==> src/rtl/seg_ser_ctrl.sv <==
// -----------------------------------------------------------------------------
// seg_ser_ctrl
// Serialises a DATA_W-bit segment pattern into an external shift register and
// then strobes its storage register. One frame is DATA_W LOW/HIGH ser_clk
// periods of DIV clk cycles per half, followed by a DIV-cycle latch strobe.
//
// Build option:
//   SEG_SER_LSB_FIRST_EN  defined   -> data[0] is sent first
//                         undefined -> data[DATA_W-1] is sent first (default)
//
// Parameters:
//   DATA_W  segment bits per frame (2..256)
//   DIV     clk cycles per ser_clk half-period (1..255)
//
// Ports:
//   clk        in   sole clock, rising edge
//   rst_n      in   asynchronous active-low reset
//   start      in   frame request, honoured only while idle
//   data       in   parallel pattern, captured when start is accepted
//   ser_out    out  serial data (registered)
//   ser_clk    out  shift clock; external shifter samples on its rising edge
//   ser_latch  out  storage-register strobe after the last bit
//   busy       out  frame in progress
//   done       out  one-cycle frame-complete pulse
// -----------------------------------------------------------------------------
module seg_ser_ctrl #(
  parameter int DATA_W = 64,
  parameter int DIV    = 4
) (
  input  logic              clk,
  input  logic              rst_n,
  input  logic              start,
  input  logic [DATA_W-1:0] data,
  output logic              ser_out,
  output logic              ser_clk,
  output logic              ser_latch,
  output logic              busy,
  output logic              done
);

  localparam int BW = $clog2(DATA_W + 1);
  localparam int DW = $clog2(DIV + 1);

  localparam logic [BW-1:0] LAST_BIT = BW'(DATA_W - 1);
  localparam logic [BW-1:0] BIT_ONE  = BW'(1);
  localparam logic [DW-1:0] DIV_LAST = DW'(DIV - 1);
  localparam logic [DW-1:0] DIV_ONE  = DW'(1);

  localparam logic [1:0] ST_IDLE  = 2'd0;
  localparam logic [1:0] ST_LOW   = 2'd1;
  localparam logic [1:0] ST_HIGH  = 2'd2;
  localparam logic [1:0] ST_LATCH = 2'd3;

  logic [1:0]        state_q, state_d;
  logic [DW-1:0]     div_q, div_d;
  logic [BW-1:0]     bit_q, bit_d;
  logic [DATA_W-1:0] sr_q, sr_d;

  logic ser_out_q, ser_out_d;
  logic ser_clk_q, ser_clk_d;
  logic ser_latch_q, ser_latch_d;
  logic busy_q, busy_d;
  logic done_q, done_d;

  // Bit currently presented on the serial line.
  function automatic logic cur_bit(input logic [DATA_W-1:0] sr);
`ifdef SEG_SER_LSB_FIRST_EN
    cur_bit = sr[0];
`else
    cur_bit = sr[DATA_W-1];
`endif
  endfunction

  // Advance the shift register so the next bit to send is in the output slot.
  function automatic logic [DATA_W-1:0] shift_one(input logic [DATA_W-1:0] sr);
`ifdef SEG_SER_LSB_FIRST_EN
    shift_one = {1'b0, sr[DATA_W-1:1]};
`else
    shift_one = {sr[DATA_W-2:0], 1'b0};
`endif
  endfunction

  // Frame sequencer: state, divide counter, bit counter and shift register.
  always_comb begin
    state_d = state_q;
    div_d   = div_q;
    bit_d   = bit_q;
    sr_d    = sr_q;
    case (state_q)
      ST_IDLE: begin
        if (start) begin
          sr_d    = data;
          div_d   = {DW{1'b0}};
          bit_d   = {BW{1'b0}};
          state_d = ST_LOW;
        end else begin
          state_d = ST_IDLE;
        end
      end
      ST_LOW: begin
        if (div_q == DIV_LAST) begin
          div_d   = {DW{1'b0}};
          state_d = ST_HIGH;
        end else begin
          div_d = div_q + DIV_ONE;
        end
      end
      ST_HIGH: begin
        if (div_q == DIV_LAST) begin
          div_d = {DW{1'b0}};
          sr_d  = shift_one(sr_q);
          bit_d = bit_q + BIT_ONE;
          // bit_q counts bits already completed before this one.
          if (bit_q == LAST_BIT) begin
            state_d = ST_LATCH;
          end else begin
            state_d = ST_LOW;
          end
        end else begin
          div_d = div_q + DIV_ONE;
        end
      end
      ST_LATCH: begin
        if (div_q == DIV_LAST) begin
          div_d   = {DW{1'b0}};
          state_d = ST_IDLE;
        end else begin
          div_d = div_q + DIV_ONE;
        end
      end
      default: begin
        state_d = ST_IDLE;
        div_d   = {DW{1'b0}};
        bit_d   = {BW{1'b0}};
        sr_d    = {DATA_W{1'b0}};
      end
    endcase
  end

  // Output next-values derived from the next state so outputs line up with it.
  always_comb begin
    busy_d      = (state_d != ST_IDLE);
    ser_clk_d   = (state_d == ST_HIGH);
    ser_latch_d = (state_d == ST_LATCH);
    done_d      = (state_q == ST_LATCH) && (state_d == ST_IDLE);
    if ((state_d == ST_LOW) || (state_d == ST_HIGH)) begin
      ser_out_d = cur_bit(sr_d);
    end else begin
      ser_out_d = 1'b0;
    end
  end

  // State and output registers; reset aborts any frame silently.
  always_ff @(posedge clk or negedge rst_n) begin
    if (!rst_n) begin
      state_q     <= ST_IDLE;
      div_q       <= {DW{1'b0}};
      bit_q       <= {BW{1'b0}};
      sr_q        <= {DATA_W{1'b0}};
      ser_out_q   <= 1'b0;
      ser_clk_q   <= 1'b0;
      ser_latch_q <= 1'b0;
      busy_q      <= 1'b0;
      done_q      <= 1'b0;
    end else begin
      state_q     <= state_d;
      div_q       <= div_d;
      bit_q       <= bit_d;
      sr_q        <= sr_d;
      ser_out_q   <= ser_out_d;
      ser_clk_q   <= ser_clk_d;
      ser_latch_q <= ser_latch_d;
      busy_q      <= busy_d;
      done_q      <= done_d;
    end
  end

  assign ser_out   = ser_out_q;
  assign ser_clk   = ser_clk_q;
  assign ser_latch = ser_latch_q;
  assign busy      = busy_q;
  assign done      = done_q;

endmodule

==> config.mk <==
export PLATFORM = sky130hd
export DESIGN_NAME = seg_ser_ctrl
export DESIGN_NICKNAME = d
export VERILOG_FILES = /design/src/rtl/seg_ser_ctrl.sv
export SDC_FILE = /design/constraint.sdc
export NUM_CORES = 1
export LEC_CHECK = 0
export BUFFER_PORTS_ARGS = -buffer_cell sky130_fd_sc_hd__buf_2
export CAP_MARGIN = 20
export CORE_AREA = 4 4 86 88
export CTS_CLUSTER_SIZE = 30
export DETAILED_ROUTE_END_ITERATION = 12
export DIE_AREA = 0 0 90 92
export PLACE_DENSITY = 0.79
export SLEW_MARGIN = 20
export SYNTH_ARGS = -nofsm -noshare
export SYNTH_HDL_FRONTEND = slang
export SYNTH_SLANG_ARGS = --single-unit
export TNS_END_PERCENT = 50
==> constraint.sdc <==
create_clock -name clk -period 2.3 [get_ports clk]
set_input_delay 0.46 -clock clk [delete_from_list [all_inputs] [get_ports clk]]
set_output_delay 0.46 -clock clk [all_outputs]
set_load 0.01 [all_outputs]
==> impl_metrics.csv <==
group,metric,value,unit
synthesis,synth_nets,422,
clocking,clkSlewWorstSetupHoldPaths,0.08,ns
critical_path,slowest_delay,0.55,ns
critical_path,cp-start-kind,"flip-flop",
final_layout,num-fill-cells,546,
critical_path,crit_chain,"or3b_1 > nand2_2 > a21oi_1 > ha_1 > a21boi_1",
timing,maxSlewViolCount,0,
die,core,6640,µm²
power_and_ir_drop,power_density,642,nW/µm²
final_layout,multi_input_area,1200,µm²
die,initial_utilization,54.1,%
timing,fin_worst_skew,0.0105,ns
critical_path,endpoint,"ser_out",
clocking,cts_buffer_depth,2,
synthesis,synth-seq-cells,81,
power_and_ir_drop,power.leakage,0.00195,µW
critical_path,worstPathRequired,2.52,ns
routing,drtIter0Drc,209,
critical_path,worstSetupStartpoint,"state_q[0]",
clocking,cts_tree,"built",
placement,place.gp.congestion,0.760,
global_routing,globalRoute.totalOverflow,0,
critical_path,r2r-start,"state_q[0]",
placement,dp_hpwl,5050,µm
power_and_ir_drop,vdd_ir_drop_max,504,µV
timing,max_slew_margin,55.7,%
routing,firstDrtPassIters,5,
placement,placed_area,4020,µm²
clocking,post-cts-setup-buffers,0,
clocking,cts_resized,0,
die,die_area,8280,µm²
synthesis,syn_area,3590,µm²
clocking,clk_latency,0.35,ns
clocking,cts.sinks,81,
critical_path,reg2reg_depth,5,
clocking,cts_root_buf,"clkbuf_8",
synthesis,synthCells,350,
timing,clock.fmax,0.541,GHz
timing,post-route-period-util,80.4,%
placement,placedCellCount,485,
clocking,cts_max_level,3,
placement,port_buffers,71,
routing,wire_per_inst,15.0,µm
global_routing,grt_pass1_vias,2827,
clocking,numCtsBuffers,9,
synthesis,seq_area_frac_synth,56.4,%
final_layout,area_growth,17.5,%
die,rows,30,
final_layout,fin_cells,501,
global_routing,antenna_found_initial,0,
clocking,cts.hold.buffers_added,0,
final_layout,final_area,4220,µm²
synthesis,yosys_warnings,0,
critical_path,rrSetupSlack,0.45,ns
timing,rsz0062_at_grt,"no",
die,die_y,92,µm
routing,vias,2766,
die,io_pins,72,
run,cap_violations,0,
outcome,status,"finished, final reports clean",
timing,worst_hold_slack,0.132,ns
min_path,hold_path.class,"in2async",
global_routing,grt_pass1_wl,13000,µm
die,die_w,90,µm
timing,timing_hold_violations_final,0,
routing,drc,0,
critical_path,critPathKind,"reg2reg",
timing,fin_tns_setup,0,ns
final_layout,seq_area,2030,µm²
timing,period_needed,1.85,ns
critical_path,setup.worst_path.end_class,"flip-flop",
timing,worstMarginPinSlew,0.665,ns
global_routing,grt_usage,19.2,%
critical_path,cp_slowest_cell,"or3b_1",
routing,viasPerCell,5.52,
final_layout,antennaDiodeCount,0,
timing,finalSetupViolations,0,
final_layout,drive_gt1_share,24.2,%
critical_path,crit_path_max_fanout,14,
global_routing,grt_start_max_net_pins,64,
final_layout,fin_nets,488,
critical_path,worstPathArrival,2.07,ns
routing,drt_wl_total,7510,µm
synthesis,synth_cell_types,37,
routing,ant_nets,0,
synthesis,avgSynthCellArea,10.3,µm²
critical_path,reg2reg_to,"ser_out",
==> critical path, delay by kind of cell, from the launching register on <==
kind / cells / cell delay, ns
and+or+nand+nor: 2 / 0.69
adders and majority gates: 1 / 0.31
DFF: 1 / 0.53
AOI/OAI and AO/OA: 2 / 0.20
==> worst min-delay path by stage <==
stage,from,end,cells past startpoint
finish,rst_n,sr_q[11],1
global route,rst_n,sr_q[11],1
CTS,rst_n,sr_q[46],1
detailed placement,sr_q[11],sr_q[12],2
global placement,sr_q[11],sr_q[12],2
floorplan,rst_n,bit_q[0],0
==> where the power goes <==
group	switching, µW	internal (µW)
logic	75.1	70.4
registers	35.8	1480
clock network	539	510
total	650	2060
==> logic make-up (layout without fill, tap and decap cells) <==
family          after synthesis  after routing  share of synthesized area, %
compound gates              147            147                          25.8
fa+ha+maj                     5              5                          1.74
buf+inv                      89            160                          10.2
flops                        81             81                          56.4
mux                           1              1                         0.279
simple gates                 27             27                          5.50
==> routing by layer <==
layer,track usage [%],vias up,share of wire [%]
li1,-,1355,-
met1,26.0,1330,44
met2,30.1,67,49
met3,4.76,14,4.6
met4,7.53,0,1.9
met5,0,-,0
==> flip-flops by register name, summed over array words and instances, names as in the netlist <==
register / flops
bit_q: 7
busy: 1
div_q: 3
done: 1
ser_clk: 1
ser_latch: 1
ser_out: 1
sr_q: 64
state_q: 2
==> cell type report <==
class,count,area share (%)
flip-flops and latches,81,48.0
multi-input cells,180,28.5
repair buffers,79,10.5
inverters,65,5.78
clock buffers,9,2.93
well taps,80,2.37
clock inverters,7,1.90
==> placed cells by master, fill, tap and decap left out, drive strengths merged, types with 2 or more instances in the layout <==
master / synthesis / layout
nand2b: 3 / 3
o21ai: 69 / 69
nand2: 6 / 6
clkbuf: 7 / 9
ha: 5 / 5
nand3: 4 / 4
a22o: 2 / 2
clkinvlp: 0 / 2
dfrtp: 81 / 81
o31ai: 2 / 2
or3: 2 / 2
a22oi: 63 / 63
inv: 65 / 66
buf: 17 / 79
clkinv: 0 / 3
a21oi: 5 / 5
and3: 3 / 3
==> synthesized netlist by cell type <==
cell        n  area share (%)
a21boi_1    1            0.21
a21oi_1     4            0.56
a21oi_2     1            0.24
a22o_1      2            0.49
a22oi_1    63              13
a31o_2      1            0.24
a31oi_1     1            0.17
a41oi_1     1            0.24
and3_1      3            0.52
and4bb_1    1            0.35
buf_2      14             1.9
buf_4       2            0.42
buf_6       1            0.31
clkbuf_1    6            0.63
clkbuf_2    1            0.14
dfrtp_1    81              56
ha_1        5             1.7
inv_1      65             6.8
mux2i_1     1            0.28
nand2_1     5            0.52
nand2_2     1            0.17
nand2b_1    3            0.52
nand3_1     4            0.56
nand4_1     1            0.17
nand4bb_4   1            0.77
nor2_1      1            0.10
nor3b_2     1            0.35
nor4bb_1    1            0.28
o21ai_0    68             9.5
o21ai_1     1            0.14
o31a_1      1            0.24
o31ai_1     2            0.42
o41ai_1     1            0.24
or3_1       2            0.35
or3b_1      1            0.24
or4_4       1            0.31
or4b_1      1            0.28
==> through the flow <==
step	total power, µW	utilization [%]	worst slack [ns]
3_3_place_gp	1690	60.5	0.524
3_5_place_dp	1690	60.5	0.459
4_1_cts	2750	63.6	0.445
6_report	2710	63.6	0.450
5_1_grt	2830	63.6	0.357
2_1_floorplan	1580	-	0.466
Power figures use the tool's default switching activity.
